**config.mk**
```make
export PLATFORM = sky130hd
export DESIGN_NAME = helper_axis_comparator
export DESIGN_NICKNAME = d
export VERILOG_FILES = /design/src/rtl/helper_axis_pkg.sv /design/src/rtl/helper_lfsr16.sv /design/src/rtl/helper_axis_comparator.sv
export SDC_FILE = /design/constraint.sdc
export NUM_CORES = 1
export LEC_CHECK = 0
export ABC_AREA = 1
export ABC_CLOCK_PERIOD_IN_PS = 2380
export CAP_MARGIN = 20
export CORE_ASPECT_RATIO = 1.25
export CORE_UTILIZATION = 30
export DETAILED_ROUTE_END_ITERATION = 16
export PLACE_DENSITY = 0.58
export SYNTH_ARGS = -nofsm -noshare
export SYNTH_HDL_FRONTEND = slang
export SYNTH_SLANG_ARGS = --single-unit
export TNS_END_PERCENT = 5
```
**constraint.sdc**
```tcl
create_clock -name clk -period 2.38 [get_ports clk]
set_input_delay 0.238 -clock clk [delete_from_list [all_inputs] [get_ports clk]]
set_output_delay 0.238 -clock clk [all_outputs]
set_load 0.02 [all_outputs]
```
**src/rtl/helper_axis_pkg.sv**
```systemverilog
// Shared types and constants for the AXI-Stream comparator helper.
package helper_axis_pkg;

  typedef enum logic [1:0] {
    RUN  = 2'd0,
    DONE = 2'd1,
    HALT = 2'd2
  } cmp_state_e;

  // Fibonacci taps 16,14,13,11 expressed as bit positions 15,13,12,10.
  localparam logic [15:0] LFSR_TAPS         = 16'hB400;
  localparam logic [15:0] LFSR_DEFAULT_SEED = 16'hACE1;

  function automatic logic lfsr_feedback(input logic [15:0] s);
    return ^(s & LFSR_TAPS);
  endfunction

endpackage

```
**src/rtl/helper_lfsr16.sv**
```systemverilog
// 16-bit Fibonacci LFSR used to throttle the comparator's ready.
module helper_lfsr16
  import helper_axis_pkg::*;
(
  input  logic        clk,
  input  logic        rst,
  input  logic        enable,
  input  logic [15:0] seed,
  output logic [15:0] state
);

  logic [15:0] lfsr_r;

  // Shift register: reload seed on reset, advance only while enabled.
  always_ff @(posedge clk) begin
    if (rst) begin
      lfsr_r <= seed;
    end else if (enable) begin
      lfsr_r <= {lfsr_r[14:0], lfsr_feedback(lfsr_r)};
    end
  end

  assign state = lfsr_r;

endmodule

```
**src/rtl/helper_axis_comparator.sv**
```systemverilog
// Compares a stream under test against a reference stream beat by beat,
// keeping transfer/mismatch counts and a capture of the first mismatch.
module helper_axis_comparator
  import helper_axis_pkg::*;
#(
  parameter int                    DATA_WIDTH     = 10,
  parameter int                    COUNT_WIDTH    = 32,
  parameter int                    EXPECTED_COUNT = 0,
  parameter int                    STOP_ON_ERROR  = 0,
  parameter int                    READY_MODE     = 0,
  parameter logic [15:0]           LFSR_SEED      = LFSR_DEFAULT_SEED,
  parameter logic [DATA_WIDTH-1:0] COMPARE_MASK   = {DATA_WIDTH{1'b1}}
) (
  input  logic                   clk,
  input  logic                   rst,
  input  logic                   enable,
  input  logic                   input_valid,
  input  logic [DATA_WIDTH-1:0]  input_data,
  input  logic                   input_last,
  output logic                   input_ready,
  input  logic                   ref_valid,
  input  logic [DATA_WIDTH-1:0]  ref_data,
  input  logic                   ref_last,
  output logic                   ref_ready,
  output logic                   error,
  output logic                   done,
  output logic                   halted,
  output logic [COUNT_WIDTH-1:0] transfer_count,
  output logic [COUNT_WIDTH-1:0] mismatch_count,
  output logic [COUNT_WIDTH-1:0] first_err_index,
  output logic [DATA_WIDTH-1:0]  first_err_data,
  output logic [DATA_WIDTH-1:0]  first_err_expected
);

  localparam logic [COUNT_WIDTH-1:0] CNT_MAX     = {COUNT_WIDTH{1'b1}};
  localparam logic [COUNT_WIDTH-1:0] CNT_ONE     = COUNT_WIDTH'(1);
  localparam logic [COUNT_WIDTH-1:0] EXP_CNT     = COUNT_WIDTH'(EXPECTED_COUNT);
  localparam logic                   STOP_EN     = (STOP_ON_ERROR != 0);
  localparam logic                   THROTTLE_EN = (READY_MODE != 0);
  localparam logic                   COUNT_EN    = (EXPECTED_COUNT != 0);

  cmp_state_e              state_r;
  cmp_state_e              next_state_s;
  logic [15:0]             lfsr_s;
  logic                    unused_lfsr_s;
  logic                    accept_s;
  logic                    xfer_s;
  logic                    mismatch_s;
  logic [COUNT_WIDTH-1:0]  transfer_count_r;
  logic [COUNT_WIDTH-1:0]  mismatch_count_r;
  logic [COUNT_WIDTH-1:0]  tc_inc_s;
  logic [COUNT_WIDTH-1:0]  mc_inc_s;
  logic [COUNT_WIDTH-1:0]  first_err_index_r;
  logic [DATA_WIDTH-1:0]   first_err_data_r;
  logic [DATA_WIDTH-1:0]   first_err_expected_r;
  logic                    error_r;
  logic                    done_r;
  logic                    halted_r;

  helper_lfsr16 u_lfsr (
    .clk    (clk),
    .rst    (rst),
    .enable (enable),
    .seed   (LFSR_SEED),
    .state  (lfsr_s)
  );

  assign unused_lfsr_s = ^lfsr_s[15:1];

  // Readies are suppressed during reset so no beat is consumed in that cycle.
  assign accept_s    = ~rst & enable & (state_r == RUN) & (~THROTTLE_EN | lfsr_s[0]);
  assign input_ready = accept_s & ref_valid;
  assign ref_ready   = accept_s & input_valid;
  assign xfer_s      = accept_s & input_valid & ref_valid;
  assign mismatch_s  = xfer_s & ((|((input_data ^ ref_data) & COMPARE_MASK)) | (input_last ^ ref_last));

  assign tc_inc_s = (transfer_count_r == CNT_MAX) ? transfer_count_r : transfer_count_r + CNT_ONE;
  assign mc_inc_s = (mismatch_count_r == CNT_MAX) ? mismatch_count_r : mismatch_count_r + CNT_ONE;

  // Next-state logic; HALT wins over DONE when both fire on one beat.
  always_comb begin
    next_state_s = state_r;
    case (state_r)
      RUN: begin
        if (mismatch_s && STOP_EN) begin
          next_state_s = HALT;
        end else if (xfer_s && COUNT_EN && (tc_inc_s == EXP_CNT)) begin
          next_state_s = DONE;
        end else begin
          next_state_s = RUN;
        end
      end
      DONE:    next_state_s = DONE;
      HALT:    next_state_s = HALT;
      default: next_state_s = RUN;
    endcase
  end

  // State register and registered status flags.
  always_ff @(posedge clk) begin
    if (rst) begin
      state_r  <= RUN;
      done_r   <= 1'b0;
      halted_r <= 1'b0;
    end else begin
      state_r  <= next_state_s;
      done_r   <= (next_state_s == DONE);
      halted_r <= (next_state_s == HALT);
    end
  end

  // Counters, sticky error and first-mismatch capture (error_r gates the capture).
  always_ff @(posedge clk) begin
    if (rst) begin
      transfer_count_r     <= {COUNT_WIDTH{1'b0}};
      mismatch_count_r     <= {COUNT_WIDTH{1'b0}};
      first_err_index_r    <= {COUNT_WIDTH{1'b0}};
      first_err_data_r     <= {DATA_WIDTH{1'b0}};
      first_err_expected_r <= {DATA_WIDTH{1'b0}};
      error_r              <= 1'b0;
    end else begin
      if (xfer_s) begin
        transfer_count_r <= tc_inc_s;
      end
      if (mismatch_s) begin
        mismatch_count_r <= mc_inc_s;
        error_r          <= 1'b1;
        if (!error_r) begin
          first_err_index_r    <= transfer_count_r;
          first_err_data_r     <= input_data;
          first_err_expected_r <= ref_data;
        end
      end
    end
  end

`ifndef SYNTHESIS
  // Simulation report of every mismatching beat.
  always_ff @(posedge clk) begin
    if (mismatch_s) begin
      $info("helper_axis_comparator: index %0d received %0h expected %0h",
            transfer_count_r, input_data, ref_data);
    end
  end
`endif

  assign error              = error_r;
  assign done               = done_r;
  assign halted             = halted_r;
  assign transfer_count     = transfer_count_r;
  assign mismatch_count     = mismatch_count_r;
  assign first_err_index    = first_err_index_r;
  assign first_err_data     = first_err_data_r;
  assign first_err_expected = first_err_expected_r;

endmodule

```
==> metrics.md, run 1 <==
| Metric | Value |
|---|---|
| Crit path max-delay family | simple AND/OR/NAND/NOR gates |
| First-pass DRT Iterations | 7 |
| Yosys cell types | 32 |
| Die X | 134.9 µm |
| Post-route insts no fill | between 1500 and 2000 |
| Leading area contributor after synthesis | dfxtp_1 |
| Site Rows | 60 |
| Pleak | 3.829 nW |
| Post_cts resized | 0 |
| Crit Path Class | reg -> reg |
| Worst-path maximum fanout | 22 |
| CTS hold repair buffers | 0 |
| Die area | 0.02267 mm² |
| Aggregate negative setup slack | 0 ns |
| Net count, final | around 1300 |
| Max_cap viols | 0 |
| Crit path required time | about 2.7 ns |
| Critical Path Sink Type | flip-flop |
| CORE AREA | ~0.022 mm² |
| Share of cells above drive strength 1 | between 6 and 7% |
| Final hold viol count | 0 |
| Clk root buf | clkbuf_16 |
| Layout fillers | 2304 |
| Warnings, synthesis | 0 |
| Cells after DPL | about 1500 |
| Top Ports | between 100 and 150 |
| Slowest cell on crit path | dfxtp_1 |
| Avg Inst Size Synth | between 5 and 6 µm² |
| Area grow syn2layout | 38.81% |
| Max Clock Skew | 0.006220 ns |
| Yosys reg bits | roughly 120 |
| CP max stage delay | around 0.33 ns |
| GRT Total Usage | 18.60% |
| Post-synth top area share | 35.99% |
| Max-slew headroom | 47.90% |
| Final Max Tran Viols | 0 |
| Crit-path cells | ha_1 > inv_1 > nor2_1 > nand2_1 > nor2_2 > nand2_1 > nand2_2 > buf_4 > o21ai_0 > a21oi_1 |
| Clock-pin slew on the worst setup and hold paths | ~0.060 ns |
| Hold Crit Class | in -> reg |
| Worst slew pin tran | 0.7815 ns |
| WP data arrival | between 2 and 2.5 ns |
| Critical path launch point type | flip-flop |
| Max Fclk | around 470 MHz |
| Syn nets | 1150 |
| # Post-CTS Setup Buffers | 0 |
| Buf+Inv Stages, Crit Path | 2 |
| Max IR drop VDD | around 0.48 mV |
| Die height | roughly 170 µm |
| Routability-driven placement congestion ratio | ~0.92 |
| Routed WL | just over 20 mm |
| H-tree depth | 4 |
| Pwr dens | 568.5 mW/mm² |
| Largest net degree at the start of global routing | 67 |
| Seq/Total Area, Yosys | a little over a third |
| Status | finished clean |
| Final Cycle Share | around 90% |
| Post-route ant nets | 0 |
| Starting Density | a little under a third |
| Routed vias | between 7000 and 8000 |
| Initial antenna violation count | 0 |
| Most used cell, CP | nand2_1 |
| Mean routed wirelength per cell | 13.03 µm |
| Dominant cells by area after synthesis | dfxtp_1, nand2_1, nor2_1 |
| Input/output buffers | roughly 150 |
| Post-layout util | 42.64% |
| DRT iter0 DRCs | around 450 |
| Global route overflow | 0 |
| Tmin final | roughly 2.1 ns |
| First-pass GRT wire length | about 33 mm |
| Finish-stage setup viols | 0 |
| Via density | between 4 and 5 |
| DRC | 0 |
| Synthesized cell area | 0.006619 mm² |
| Total CTS buffers | 17 |
| Clk buf depth | 2 |
| RSZ-0062 raised after global routing | no |
| # diodes | 0 |
| Clk_lat worst skew | 0.42 ns |
| Final HPWL DP | 14.85 mm |
| CTS tree | yes |
| Vias in the first global route | roughly 6800 |
| Cells after Synth | ~1100 |
| CTS Sinks | 119 |
==> final cells by class <==
type	count	area [µm²]	share of cell area [%]
multi-input cells	824	3528	38.40
flip-flops and latches	119	2382	25.93
repair buffers	180	1777	19.34
inverters	137	514.2	5.597
clock inverters	14	197.7	2.152
clock buffers	18	439.2	4.780
well taps	279	349.1	3.800
==> cell families (layout without fill, tap and decap cells) <==
| family | Yosys count | after routing | share of synthesized area [%] |
|---|---|---|---|
| XOR/XNOR | 19 | 19 | 2.514 |
| AO/OA/AOI/OAI | 72 | 72 | 5.633 |
| AND/OR/NAND/NOR | 731 | 731 | 44.65 |
| flip-flops | 119 | 119 | 35.99 |
| buffers and inverters | 178 | 349 | 10.83 |
| adder cells (fa/ha/maj) | 2 | 2 | 0.3780 |
==> layer usage <==
metal  track usage, %  up-vias  part of all wire [%]
met4            7.474        0                   2.2
met3            3.403       32                   4.1
met2            34.83      166                    53
li1                 -     3736                     -
met1            20.32     3157                    41
met5                0        -                     0
==> flip-flops by register name, summed over array words and instances, names as in the netlist <==
signal              flops
error                   1
state_r                 2
transfer_count         32
mismatch_count         32
first_err_data         10
first_err_index        32
first_err_expected     10
==> where the power goes <==
| group | leakage (nW) | total (mW) | switching [mW] | internal, mW |
|---|---|---|---|---|
| combinational | 2.56 | 0.371 | 0.214 | 0.157 |
| clock | 0.307 | 2.81 | 1.02 | 1.79 |
| sequential | 0.962 | 2.05 | 0.0193 | 2.03 |
==> through the flow <==
step / worst slack (ns) / instance area (µm²) / hold slack [ns] / power [mW]
global placement: 0.2446 / 8551 / 0.4444 / 2.461
finish: 0.2700 / 9188 / 0.4474 / 5.224
detailed placement: 0.2390 / 8551 / 0.4507 / 2.465
global route: 0.08937 / 9188 / 0.4599 / 5.409
floorplan: 0.4121 / 6619 / 0.3729 / 2.291
CTS: 0.2723 / 9188 / 0.4341 / 5.297
==> worst register-to-register path: cells and delay by family (launching register included) <==
family	cells	cell delay, ns
AND/OR/NAND/NOR	5	0.94
buffers and inverters	2	0.33
adder cells (fa/ha/maj)	1	0.17
flip-flops	1	0.33
AO/OA/AOI/OAI	2	0.27
==> cell usage after synthesis (all sizes together) <==
cell and number:
clkbuf 19, dfxtp 119, nor2b 1, inv 137
xor2 11, o21bai 3, nor2 234, and2 1
buf 22, o21ai 17, nand2 411, xnor2 8
nor3 15, or2 1, nand3 32, nand3b 4
o21a 1, a21boi 1, a21oi 50, nand4 32
ha 2
==> layout by cell type (no fill, tap or decap), types with 2 or more instances in the layout <==
| master | count |
|---|---|
| nand3_1 | 31 |
| buf_12 | 5 |
| clkdlybuf4s50_1 | 146 |
| buf_4 | 28 |
| dfxtp_1 | 119 |
| nand2_1 | 410 |
| clkinv_2 | 2 |
| clkbuf_16 | 17 |
| nand4_1 | 31 |
| nand3b_1 | 3 |
| clkinv_4 | 3 |
| o21bai_1 | 3 |
| clkinvlp_4 | 2 |
| nor2_1 | 231 |
| xor2_1 | 11 |
| ha_1 | 2 |
| nor3_1 | 14 |
| inv_2 | 3 |
| inv_1 | 134 |
| o21ai_1 | 2 |
| inv_6 | 3 |
| nor2_2 | 2 |
| bufinv_16 | 4 |
| o21ai_0 | 15 |
| xnor2_1 | 8 |
| a21oi_1 | 50 |
==> path summary, 6_finish.rpt <==
kind                                   from                        endpoint  slack (ns)  cells after the start
max          transfer_count[0]$_SDFFE_PP0P_  transfer_count[0]$_SDFFE_PP0P_        0.27                     10
min                                     rst              error$_SDFFE_PP0P_        0.45                      3
max reg2reg  transfer_count[0]$_SDFFE_PP0P_  transfer_count[0]$_SDFFE_PP0P_        0.27                     10
min reg2reg           state_r[0]$_SDFF_PP0_           state_r[1]$_SDFF_PP0_        0.45                      1
(Power assumes the default switching activity.)
==> inputs of run 2 (changes only) <==
--- a/config.mk
+++ b/config.mk
@@ -7,8 +7,9 @@
 export LEC_CHECK = 0
 export ABC_AREA = 1
 export ABC_CLOCK_PERIOD_IN_PS = 2380
-export CAP_MARGIN = 20
-export CORE_ASPECT_RATIO = 1.25
+export CAP_MARGIN = 10
+export CORE_ASPECT_RATIO = 0.6
+export CORE_MARGIN = 1.5
 export CORE_UTILIZATION = 30
 export DETAILED_ROUTE_END_ITERATION = 16
 export PLACE_DENSITY = 0.58
==> run 2 against run 1 <==
Net effect: clock skew up 0.0021 ns; non-clock buffer count down 7; first-iteration DRC count up 15%; critical path depth unchanged; flip-flop and latch count unchanged; clock power down 12%; global-route usage up 0.87 points; highest routed layer unchanged; largest power group unchanged.
==> metrics.md, run 2 (same netlist as run 1, synthesis figures left out) <==
| Metric | Value |
|---|---|
| Hold_sp | rst (unchanged) |
| H-tree depth | 4 (unchanged) |
| Clock-pin slew on the worst setup and hold paths | 0.05 ns (was 0.06 ns) |
| Crit path required time | 2.72 ns (was 2.73 ns) |
| Die height | 118.1 µm (was 168.1 µm) |
| CTS hold repair buffers | 0 (unchanged) |
| Pwr dens | 539.8 mW/mm² (was 568.5 mW/mm²) |
| DRC | 0 (unchanged) |
| Clk buf depth | 2 (unchanged) |
| Pleak | 3.757 nW (was 3.829 nW) |
| Worst r2r src | mismatch_count[1]$_SDFFE_PP0P_ (was transfer_count[0]$_SDFFE_PP0P_) |
| Net count, final | 1301 (was 1308) |
| Critical Path Sink Type | flip-flop (unchanged) |
| First-pass DRT Iterations | 5 (was 7) |
| Largest net degree at the start of global routing | 67 (unchanged) |
| Post-layout util | 42.50% (was 42.64%) |
| Max-slew headroom | 49.50% (was 47.90%) |
| Share of cells above drive strength 1 | 5.447% (was 6.037%) |
| Pre-CTS WS | 0.2279 ns (was 0.2390 ns) |
| Starting Density | 31.02% (was 30.72%) |
| Finish-stage setup viols | 0 (unchanged) |
| Most used cell, CP | nand2_1 (unchanged) |
| Layout fillers | 2199 (was 2304) |
| Clk_lat worst skew | 0.42 ns (about the same) |
| Worst hold path depth | 3 (unchanged) |
| Hold Crit Class | in -> reg (unchanged) |
| DRT iter0 DRCs | 517 (was 448) |
| Tmin final | 2.066 ns (was 2.110 ns) |
| Crit Path Class | reg -> reg (unchanged) |
| Routability-driven placement congestion ratio | 0.9324 (was 0.9160) |
| Die area | 0.02299 mm² (was 0.02267 mm²) |
| Final Cycle Share | 86.79% (was 88.66%) |
| First-pass GRT wire length | 34.93 mm (was 33.09 mm) |
| R2r setup slk | 0.31 ns (was 0.27 ns) |
| Post_cts resized | 0 (unchanged) |
| WP data arrival | 2.41 ns (was 2.46 ns) |
| Top Ports | 148 (unchanged) |
| Vias in the first global route | 6230 (was 6756) |
| Routed WL | 21.91 mm (was 20.48 mm) |
| Buf+Inv Stages, Crit Path | 2 (unchanged) |
| Worst hold endpoint | error$_SDFFE_PP0P_ (unchanged) |
| Highest-count cells in the layout ignoring fill and taps | nand2_1, nor2_1, clkdlybuf4s50_1 (unchanged) |
| CTS tree | yes (unchanged) |
| Post-route setup slack | 0.3144 ns (was 0.2700 ns) |
| Area grow syn2layout | 37.03% (was 38.81%) |
| Via density | 4.576 (was 4.514) |
| Max Clock Skew | 0.008298 ns (was 0.006220 ns) |
| Slowest cell on crit path | dfxtp_1 (unchanged) |
| Clk root buf | clkbuf_16 (unchanged) |
| Status | finished clean (unchanged) |
| Mean routed wirelength per cell | 14.01 µm (was 13.03 µm) |
| Final Max Tran Viols | 0 (unchanged) |
| Final hold viol count | 0 (unchanged) |
| Global route overflow | 0 (unchanged) |
| Crit path max-delay family | simple AND/OR/NAND/NOR gates (unchanged) |
| Final HPWL DP | 15.95 mm (was 14.85 mm) |
| Max Fclk | 484.1 MHz (was 473.9 MHz) |
| Most common cell after layout, fill and taps aside | nand2_1 (unchanged) |
| Worst slew pin tran | 0.7576 ns (was 0.7815 ns) |
| Post-route ant nets | 0 (unchanged) |
| Aggregate negative setup slack | 0 ns (unchanged) |
| Site Rows | 41 (was 60) |
| # Post-CTS Setup Buffers | 0 (unchanged) |
| Routed vias | 7157 (was 7091) |
| Max_cap viols | 0 (unchanged) |
| CTS Sinks | 119 (unchanged) |
| RSZ-0062 raised after global routing | no (unchanged) |
| CORE AREA | 0.02134 mm² (was 0.02155 mm²) |
| Die X | 194.8 µm (was 134.9 µm) |
| Critical path launch point type | flip-flop (unchanged) |
| Initial antenna violation count | 0 (unchanged) |
| # diodes | 0 (unchanged) |
| Input/output buffers | 147 (unchanged) |
| Crit-path cells | ha_1 > inv_2 > nor2_4 > nand2_1 > nor2_2 > nand3_1 > nand3_2 > buf_12 > nand2_1 > a21oi_1 (was ha_1 > inv_1 > nor2_1 > nand2_1 > nor2_2 > nand2_1 > nand2_2 > buf_4 > o21ai_0 > a21oi_1) |
| Total CTS buffers | 17 (unchanged) |
| R2R Path End | mismatch_count[18]$_SDFFE_PP0P_ (was transfer_count[0]$_SDFFE_PP0P_) |
| Cells on worst reg2reg path | 10 (unchanged) |
| CP max stage delay | 0.41 ns (was 0.33 ns) |
| GRT Total Usage | 19.48% (was 18.60%) |
| Max IR drop VDD | 0.4673 mV (was 0.4778 mV) |
| Worst-path maximum fanout | 31 (was 22) |
## run 2: cell count changes in the layout (fill, tap and decap cells not counted), moves of 2 or more
cell        previous run  this run
buf_4                 28        20
bufinv_16              4         1
clkinv_2               2         5
clkinv_4               3         1
clkinvlp_4             2         4
inv_6                  3         1
## run 2: cell type report
| cell class | count | area, µm² | share of cell area (%) |
|---|---|---|---|
| clock inverters | 12 | 102.6 | 1.131 |
| repair buffers | 173 | 1737 | 19.15 |
| flip-flops and latches | 119 | 2382 | 26.27 |
| well taps | 279 | 349.1 | 3.849 |
| inverters | 137 | 514.2 | 5.670 |
| multi-input cells | 824 | 3528 | 38.90 |
| clock buffers | 20 | 456.7 | 5.035 |
## run 2: worst register-to-register path, cell delays in order (launching register included)
cell,delay (ns)
dfxtp_1,0.41
ha_1,0.29
inv_2,0.12
nor2_4,0.15
nand2_1,0.13
nor2_2,0.18
nand3_1,0.16
nand3_2,0.13
buf_12,0.18
nand2_1,0.10
a21oi_1,0.14
## run 2: how the worst max path moves through the flow
stage	startpoint	end	slack, ns	cells past startpoint
floorplan	mismatch_count[1]$_SDFFE_PP0P_	mismatch_count[14]$_SDFFE_PP0P_	0.41	10
global placement	input_data[3]	mismatch_count[1]$_SDFFE_PP0P_	0.24	11
detailed placement	enable	transfer_count[16]$_SDFFE_PP0P_	0.23	10
CTS	mismatch_count[1]$_SDFFE_PP0P_	mismatch_count[26]$_SDFFE_PP0P_	0.34	10
global route	mismatch_count[1]$_SDFFE_PP0P_	mismatch_count[28]$_SDFFE_PP0P_	0.12	10
finish	mismatch_count[1]$_SDFFE_PP0P_	mismatch_count[18]$_SDFFE_PP0P_	0.31	10
## run 2: metal layers
metal	vias to the layer above	share of wire (%)	GRT usage, %
li1	3734	-	-
met1	3159	55	31.25
met2	252	35	23.57
met3	12	9.2	6.533
met4	0	0.85	4.457
met5	-	0	0
## run 2: stage by stage
step / hold slack [ns] / instances / power (mW) / instance area, µm²
4_1_cts: 0.4409 / 1564 / 4.964 / 9070
3_3_place_gp: 0.4475 / 1532 / 2.468 / 8511
5_1_grt: 0.4688 / 1564 / 5.110 / 9070
3_5_place_dp: 0.4725 / 1532 / 2.469 / 8511
2_1_floorplan: 0.3729 / 1121 / 2.291 / 6619
6_report: 0.4430 / 1564 / 4.896 / 9070
## run 2: report_power, final
part	switching [mW]	leakage, nW	internal, mW
Sequential	0.0192	0.962	2.03
Clock	0.987	0.268	1.48
Combinational	0.220	2.53	0.158
Total	1.23	3.76	3.67
